===== config.mk =====
export PLATFORM = sky130hd
export DESIGN_NAME = mrd_sink_wrgen
export DESIGN_NICKNAME = d
export VERILOG_FILES = /design/src/rtl/mrd_sink_wrgen.sv
export SDC_FILE = /design/constraint.sdc
export NUM_CORES = 1
export LEC_CHECK = 0
export CORE_AREA = 2 2 118 120
export CTS_CLUSTER_SIZE = 40
export DETAILED_ROUTE_END_ITERATION = 6
export DIE_AREA = 0 0 120 122
export DONT_BUFFER_PORTS = 1
export PLACE_DENSITY = 0.72
export SETUP_SLACK_MARGIN = 0.15
export SLEW_MARGIN = 20
export SYNTH_ARGS = -nofsm -noshare
export SYNTH_HDL_FRONTEND = slang
export SYNTH_SLANG_ARGS = --single-unit

===== constraint.sdc =====
create_clock -name clk -period 3.35 [get_ports clk]
set_input_delay 0.335 -clock clk [delete_from_list [all_inputs] [get_ports clk]]
set_output_delay 0.335 -clock clk [all_outputs]
set_load 0.01 [all_outputs]

===== src/rtl/mrd_sink_wrgen.sv =====
// Sink-side write generator for the mixed-radix DFT memory.
// Spreads a streaming frame round-robin over NBANK single-port banks
// (sample k -> bank k mod NBANK, address k div NBANK) and raises the
// frame-progress strobes and the Sink-state timeout for the top FSM.
//
// Handshake: the input is a plain valid stream with no backpressure.
// A sample is accepted on every rising clk edge where in_valid is high;
// in_sop/in_eop are only meaningful together with in_valid. A low in_valid
// ends the frame and the next accepted sample is k = 0 again.
module mrd_sink_wrgen #(
  parameter int NBANK     = 7,
  parameter int wADDR     = 8,
  parameter int wCNT      = 12,
  parameter int wDATA     = 36,
  parameter int TIMEOUT   = 2047,
  parameter int TWDL_LEAD = 6
) (
  input  logic             clk,
  input  logic             rst_n,
  input  logic             fsm_sink,
  input  logic [wCNT-1:0]  frame_len,
  input  logic             in_valid,
  input  logic             in_sop,
  input  logic             in_eop,
  input  logic [wDATA-1:0] in_data,
  output logic [NBANK-1:0] wr_en,
  output logic [wADDR-1:0] wr_addr,
  output logic [wDATA-1:0] wr_data,
  output logic             frame_done,
  output logic             len_err,
  output logic             sink_3_4,
  output logic             twdl_sop_sink,
  output logic             over_time
);

  localparam int BW = (NBANK > 1) ? $clog2(NBANK) : 1;
  localparam logic [BW-1:0]   LAST_BANK = BW'(NBANK - 1);
  localparam logic [wCNT:0]   ONE_X     = (wCNT+1)'(1);
  localparam logic [wCNT:0]   LEAD_X    = (wCNT+1)'(TWDL_LEAD);
  localparam logic [wCNT-1:0] TMO       = wCNT'(TIMEOUT);

  // Pointers for the next sample of the current frame
  logic [wCNT-1:0]  k_r;
  logic [BW-1:0]    bank_r;
  logic [wADDR-1:0] addr_r;
  logic             err_sent_r;

  // View of the sample presented this cycle (in_sop restarts at zero)
  logic [wCNT-1:0]  k_cur;
  logic [BW-1:0]    bank_cur;
  logic [wADDR-1:0] addr_cur;
  logic             err_sent_cur;
  logic [wCNT:0]    k_ext;
  logic [wCNT:0]    n_ext;
  logic [wCNT:0]    pt_sum;
  logic [wCNT:0]    q_pt;
  logic [wCNT:0]    t_pt;
  logic             drop;
  logic             do_wr;
  logic             is_last;
  logic             eop_err;
  logic             first_drop;
  logic             hit_q;
  logic             hit_t;

  // Pointer stage registers
  logic             s1_wr;
  logic [BW-1:0]    s1_bank;
  logic [wADDR-1:0] s1_addr;
  logic [wDATA-1:0] s1_data;
  logic             s1_done;
  logic             s1_err;
  logic [NBANK-1:0] s1_onehot;

  // Sink-state cycle counter
  logic [wCNT-1:0]  tmo_cnt;

  // Classify the incoming sample against the frame length and strobe points
  always_comb begin
    k_cur        = in_sop ? '0 : k_r;
    bank_cur     = in_sop ? '0 : bank_r;
    addr_cur     = in_sop ? '0 : addr_r;
    err_sent_cur = in_sop ? 1'b0 : err_sent_r;
    k_ext        = {1'b0, k_cur};
    n_ext        = {1'b0, frame_len};
    // 3N/4 built from the two shifted copies of N, one bit wider than N
    pt_sum       = {3'b000, frame_len[wCNT-1:2]} + {2'b00, frame_len[wCNT-1:1]};
    q_pt         = pt_sum - ONE_X;
    t_pt         = pt_sum - LEAD_X;
    drop         = (k_ext >= n_ext);
    do_wr        = in_valid && !drop;
    // n_ext - 1 wraps to all ones for N = 0, which no k can match
    is_last      = (k_ext == (n_ext - ONE_X));
    eop_err      = do_wr && in_eop && !is_last;
    first_drop   = in_valid && drop && !err_sent_cur;
    hit_q        = in_valid && (k_ext == q_pt) && (k_cur != '0);
    hit_t        = in_valid && !t_pt[wCNT] && (k_ext == t_pt);
  end

  // Advance sample index, bank pointer and address pointer
  always_ff @(posedge clk) begin
    if (!rst_n) begin
      k_r        <= '0;
      bank_r     <= '0;
      addr_r     <= '0;
      err_sent_r <= 1'b0;
    end else if (!in_valid || in_eop) begin
      k_r        <= '0;
      bank_r     <= '0;
      addr_r     <= '0;
      err_sent_r <= 1'b0;
    end else if (drop) begin
      // Excess samples park the index at N so it can never wrap back in range
      k_r        <= k_cur;
      bank_r     <= bank_cur;
      addr_r     <= addr_cur;
      err_sent_r <= 1'b1;
    end else begin
      k_r        <= k_cur + 1'b1;
      err_sent_r <= err_sent_cur;
      if (bank_cur == LAST_BANK) begin
        bank_r <= '0;
        addr_r <= addr_cur + 1'b1;
      end else begin
        bank_r <= bank_cur + 1'b1;
        addr_r <= addr_cur;
      end
    end
  end

  // Pointer stage: capture the write and the one-cycle strobes
  always_ff @(posedge clk) begin
    if (!rst_n) begin
      s1_wr         <= 1'b0;
      s1_bank       <= '0;
      s1_addr       <= '0;
      s1_data       <= '0;
      s1_done       <= 1'b0;
      s1_err        <= 1'b0;
      sink_3_4      <= 1'b0;
      twdl_sop_sink <= 1'b0;
    end else begin
      s1_wr         <= do_wr;
      s1_bank       <= bank_cur;
      s1_addr       <= addr_cur;
      s1_data       <= in_data;
      s1_done       <= do_wr && is_last;
      s1_err        <= eop_err || first_drop;
      sink_3_4      <= hit_q;
      twdl_sop_sink <= hit_t;
    end
  end

  // Bank 0 sits on the MSB of the write-enable vector
  always_comb begin
    s1_onehot = '0;
    for (int i = 0; i < NBANK; i++) begin
      s1_onehot[NBANK-1-i] = (s1_bank == BW'(i));
    end
  end

  // Output register: write port and frame status pulses
  always_ff @(posedge clk) begin
    if (!rst_n) begin
      wr_en      <= '0;
      wr_addr    <= '0;
      wr_data    <= '0;
      frame_done <= 1'b0;
      len_err    <= 1'b0;
    end else begin
      wr_en      <= s1_wr ? s1_onehot : '0;
      frame_done <= s1_done;
      len_err    <= s1_err;
      if (s1_wr) begin
        wr_addr <= s1_addr;
        wr_data <= s1_data;
      end
    end
  end

  // Saturating Sink-state timeout; level output held until fsm_sink drops
  always_ff @(posedge clk) begin
    if (!rst_n) begin
      tmo_cnt   <= '0;
      over_time <= 1'b0;
    end else if (!fsm_sink) begin
      tmo_cnt   <= '0;
      over_time <= 1'b0;
    end else begin
      if (tmo_cnt != TMO) begin
        tmo_cnt <= tmo_cnt + 1'b1;
      end
      over_time <= (tmo_cnt == TMO);
    end
  end

endmodule


==> Implementation_results.wiki <==
{| class="wikitable"
! Metric !! Value
|-
| Kind of start point of the critical path || register
|-
| Slew at the pin with the worst max-slew slack || a little over 1 ns
|-
| Placed wire-length estimate after detailed placement || approximately 11000 um
|-
| Pwr per Cell Area || ~510 nW/um^2
|-
| Area of the die || about 15000 sq um
|-
| Clock-pin slew of the registers on the worst-case setup and hold paths || 0.06 ns
|-
| Cell at the slowest stage of the critical path || sky130_fd_sc_hd__dfxtp_1
|-
| Top post-synthesis cells by area || sky130_fd_sc_hd__dfxtp_1, sky130_fd_sc_hd__ha_1, sky130_fd_sc_hd__mux2i_1, sky130_fd_sc_hd__nor2b_1, sky130_fd_sc_hd__xnor2_1
|-
| Slew HR || about a third
|-
| Synthesized cell area || roughly 7200 sq um
|-
| Capturing element type of the critical path || register
|-
| Start of the worst register-to-register path || k_r[0]$_SDFF_PP0_
|-
| Worst path buffer plus inverter count || 1
|-
| Gate count of the mapped netlist || ~760
|-
| CP Class || reg2reg
|-
| Share of Yosys cell area claimed by the top area cell type || between 30% and 40%
|-
| Unrepaired setup endpoints after global routing || true
|-
| Maximum count of clock buffers along a single path || 2
|-
| Floorplan die height || between 100 and 150 um
|-
| Reported leakage power || between 3 and 4 nW
|-
| Met1 usage || 25.07%
|-
| Core ar. || between 10000 and 15000 sq um
|-
| Global routing's busiest layer || met2
|-
| Count of standard-cell rows || 43
|-
| Final design utilization || between 50% and 60%
|-
| Hold WC Path Type || in2reg
|-
| Number of nets still failing antenna checks after routing || 0
|-
| Final routed wirelength across all metal layers || ~15000 um
|-
| Total power || just over 0.004 W
|-
| Global-route wire length before repair || 24510 um
|-
| Clock latency on the worst-skew pair || about 0.40 ns
|-
| Commonest cells after routing, fill and taps aside || sky130_fd_sc_hd__dfxtp_1, sky130_fd_sc_hd__nor2b_1, sky130_fd_sc_hd__and2_1, sky130_fd_sc_hd__mux2i_1, sky130_fd_sc_hd__nor2_1
|-
| CTS tree || built
|-
| Mean area per synthesized cell || around 9.4 sq um
|-
| Arrival time at the worst endpoint || approximately 3.3 ns
|-
| Clk_skew || about 0.0089 ns
|-
| Via total after detailed routing || about 5300
|-
| Count of max-cap constraint violations || 0
|-
| Maximum fanout along the worst path || 11
|-
| Flip-flop cell with the highest count after synthesis || sky130_fd_sc_hd__dfxtp_1
|-
| Iteration count of the initial detailed-routing pass || 5
|-
| H-tree lvl count || 4
|-
| Post-synth EDFFs || 0
|-
| Critical path launch point || k_r[0]$_SDFF_PP0_
|-
| Period utilisation layout || 89.19%
|-
| Final Wtd Congestion || 0.8867
|-
| Met3 demand-to-capacity share in global routing || under 10%
|-
| Top-Level Pins || 110
|-
| Final hold viol count || 0
|-
| Fraction of final layout cells with drive strength greater than 1 || under 10%
|-
| Num CTS Buffers || 17
|-
| Total of warnings raised by yosys || 0
|-
| Number of register bits inferred by synthesis || 142
|-
| Initial antenna violation count || 0
|-
| IR drop worst, VDD || about 0.00031 V
|-
| Average wire length per cell after detail routing || approximately 16 um
|-
| Total Routing Usage GR || about a fifth
|-
| Kind of cell adding the most delay to the critical path || compound AO/OA/AOI/OAI gates
|-
| Most common cell after layout, fill and taps aside || sky130_fd_sc_hd__dfxtp_1
|-
| Synth unique cells || 64
|-
| Total gr overflow || 0
|-
| Layout overhead on the synthesized area || 11.84%
|-
| Peak clock frequency supported by timing || around 330 MHz
|-
| Met2 Resource Use GR || between 30% and 40%
|-
| Number of global-route vias before repair || a little over 5000
|-
| Number of DRC violations after detailed-routing iteration 0 || ~260
|-
| Share of synthesized registers carrying an async set or reset || 0%
|-
| Die Span X || between 100 and 150 um
|-
| Sum of negative setup slack || 0 ns
|-
| Diode insertion count for antenna repair || 0
|-
| Synthesized net count || slightly below 900
|-
| Largest area contributor in the synthesized netlist || sky130_fd_sc_hd__dfxtp_1
|-
| Final min period || between 2 and 3 ns
|-
| Clock tree root driver cell || sky130_fd_sc_hd__clkbuf_16
|-
| Data required time of the worst path || 3.69 ns
|-
| Run status || complete, no violations
|-
| Final-report max-slew violation count || 0
|-
| Total number of nets in the final design || 869
|-
| DRC || 0
|-
| Largest incremental delay on the critical path || roughly 0.4 ns
|-
| Via/cell ratio || 5.517
|-
| CTS Sinks || approximately 140
|-
| Count of buffers from port buffering || 0
|-
| Pin count of the biggest net entering global routing || 91
|-
| Number of setup violations in the final report || 0
|-
| Starting Density || 53.07%
|-
| Share of synthesized area occupied by flip-flops and latches || 39.66%
|-
| Cell-by-cell listing of the critical path || nand2b_1 > ha_1 > nand2b_1 > a21o_1 > a21o_1 > a21oi_1 > o21ai_1 > a221oi_2 > buf_4 > o211ai_1 > or3_1 > a21oi_1
|-
| Min-Delay Startpoint || in_data[14]
|-
| Number of buffers inserted for hold repair after clock tree synthesis || 0
|}
repair_timing:
item                       in CTS  in global routing
setup endpoints to repair       0                  3
gates resized for setup         0                  2
setup buffers                   0                  0
stage by stage:
step	worst slack (ns)	area (sq um)	cells	hold WS [ns]
final	0.3620	8015	960	0.05395
after global routing	0.1182	8015	960	0.02990
after CTS	0.3757	8006	960	0.03088
after detailed placement	-0.02339	7405	929	0.4280
after global placement	0.07371	7405	929	0.4267
after floorplan	0.1871	7167	764	0.4119
synth_stat cells (3+ instances only):
master                      instances
sky130_fd_sc_hd__a21oi_1           29
sky130_fd_sc_hd__and2_1            52
sky130_fd_sc_hd__xor2_1            25
sky130_fd_sc_hd__or2_2              3
sky130_fd_sc_hd__nand2_1           25
sky130_fd_sc_hd__dfxtp_1          142
sky130_fd_sc_hd__xnor2_1           39
sky130_fd_sc_hd__clkbuf_1          31
sky130_fd_sc_hd__o21ai_0           22
sky130_fd_sc_hd__o211ai_1           8
sky130_fd_sc_hd__nand2b_1          10
sky130_fd_sc_hd__and3_1             9
sky130_fd_sc_hd__ha_1              46
sky130_fd_sc_hd__nand3_1           20
sky130_fd_sc_hd__inv_1             26
sky130_fd_sc_hd__nor3_1            17
sky130_fd_sc_hd__nor2_1            48
sky130_fd_sc_hd__or4_1              4
sky130_fd_sc_hd__nand4_1            9
sky130_fd_sc_hd__o21ai_1            5
sky130_fd_sc_hd__nor4_1             5
sky130_fd_sc_hd__nand3b_1           4
sky130_fd_sc_hd__nor2b_1           61
sky130_fd_sc_hd__o2111ai_1          8
sky130_fd_sc_hd__nor4b_1            3
sky130_fd_sc_hd__buf_2              3
sky130_fd_sc_hd__mux2i_1           48
sky130_fd_sc_hd__a21o_1             5
sky130_fd_sc_hd__or3_1             11
sky130_fd_sc_hd__a31oi_1            5
cell families after synthesis:
group                      Yosys count  synth area share (%)
buffers and inverters               62                 3.404
muxes                               49                 6.861
adders and majority gates           47                 8.310
AOI/OAI and AO/OA                  105                 9.917
and+or+nand+nor                    291                 22.91
xor gates and xnor gates            68                 8.939
DFF                                142                 39.66
routing by layer:
metal	vias up	routed length, um
met5	-	0
met4	0	184
met3	19	1016
met2	167	7258
met1	2474	6653
li1	2636	-
sequential cells by signal (all words and copies together), names as in the netlist, 3 cells and up:
name	count
wr_addr	8
wr_data	36
s1_bank	3
addr_r	8
k_r	12
tmo_cnt	12
s1_addr	8
wr_en	7
s1_data	36
bank_r	3
area by class of cell:
class,instances,area (sq um)
fill,1143,5489
multi-input combinational,560,4089
sequential,142,2844
clock buffer,18,439.2
tap,180,225.2
clock inverter,13,162.7
timing repair buffer,21,157.7
inverter,26,97.59
where the power goes:
| group | total [W] | switching (W) | internal, W |
|---|---|---|---|
| registers | 0.00177 | 0.0000350 | 0.00173 |
| clock network | 0.00187 | 0.000679 | 0.00119 |
| logic | 0.000479 | 0.000259 | 0.000220 |
| total | 0.00411 | 0.000973 | 0.00314 |
final timing paths:
kind	to	slack [ns]	cells past startpoint
max reg2reg	k_r[10]$_SDFF_PP0_	0.36	12
min reg2reg	frame_done$_SDFF_PN0_	0.43	1
max	k_r[10]$_SDFF_PP0_	0.36	12
min	s1_data[14]$_SDFF_PN0_	0.05	1
No activity file was read; power rests on OpenSTA's default activity.
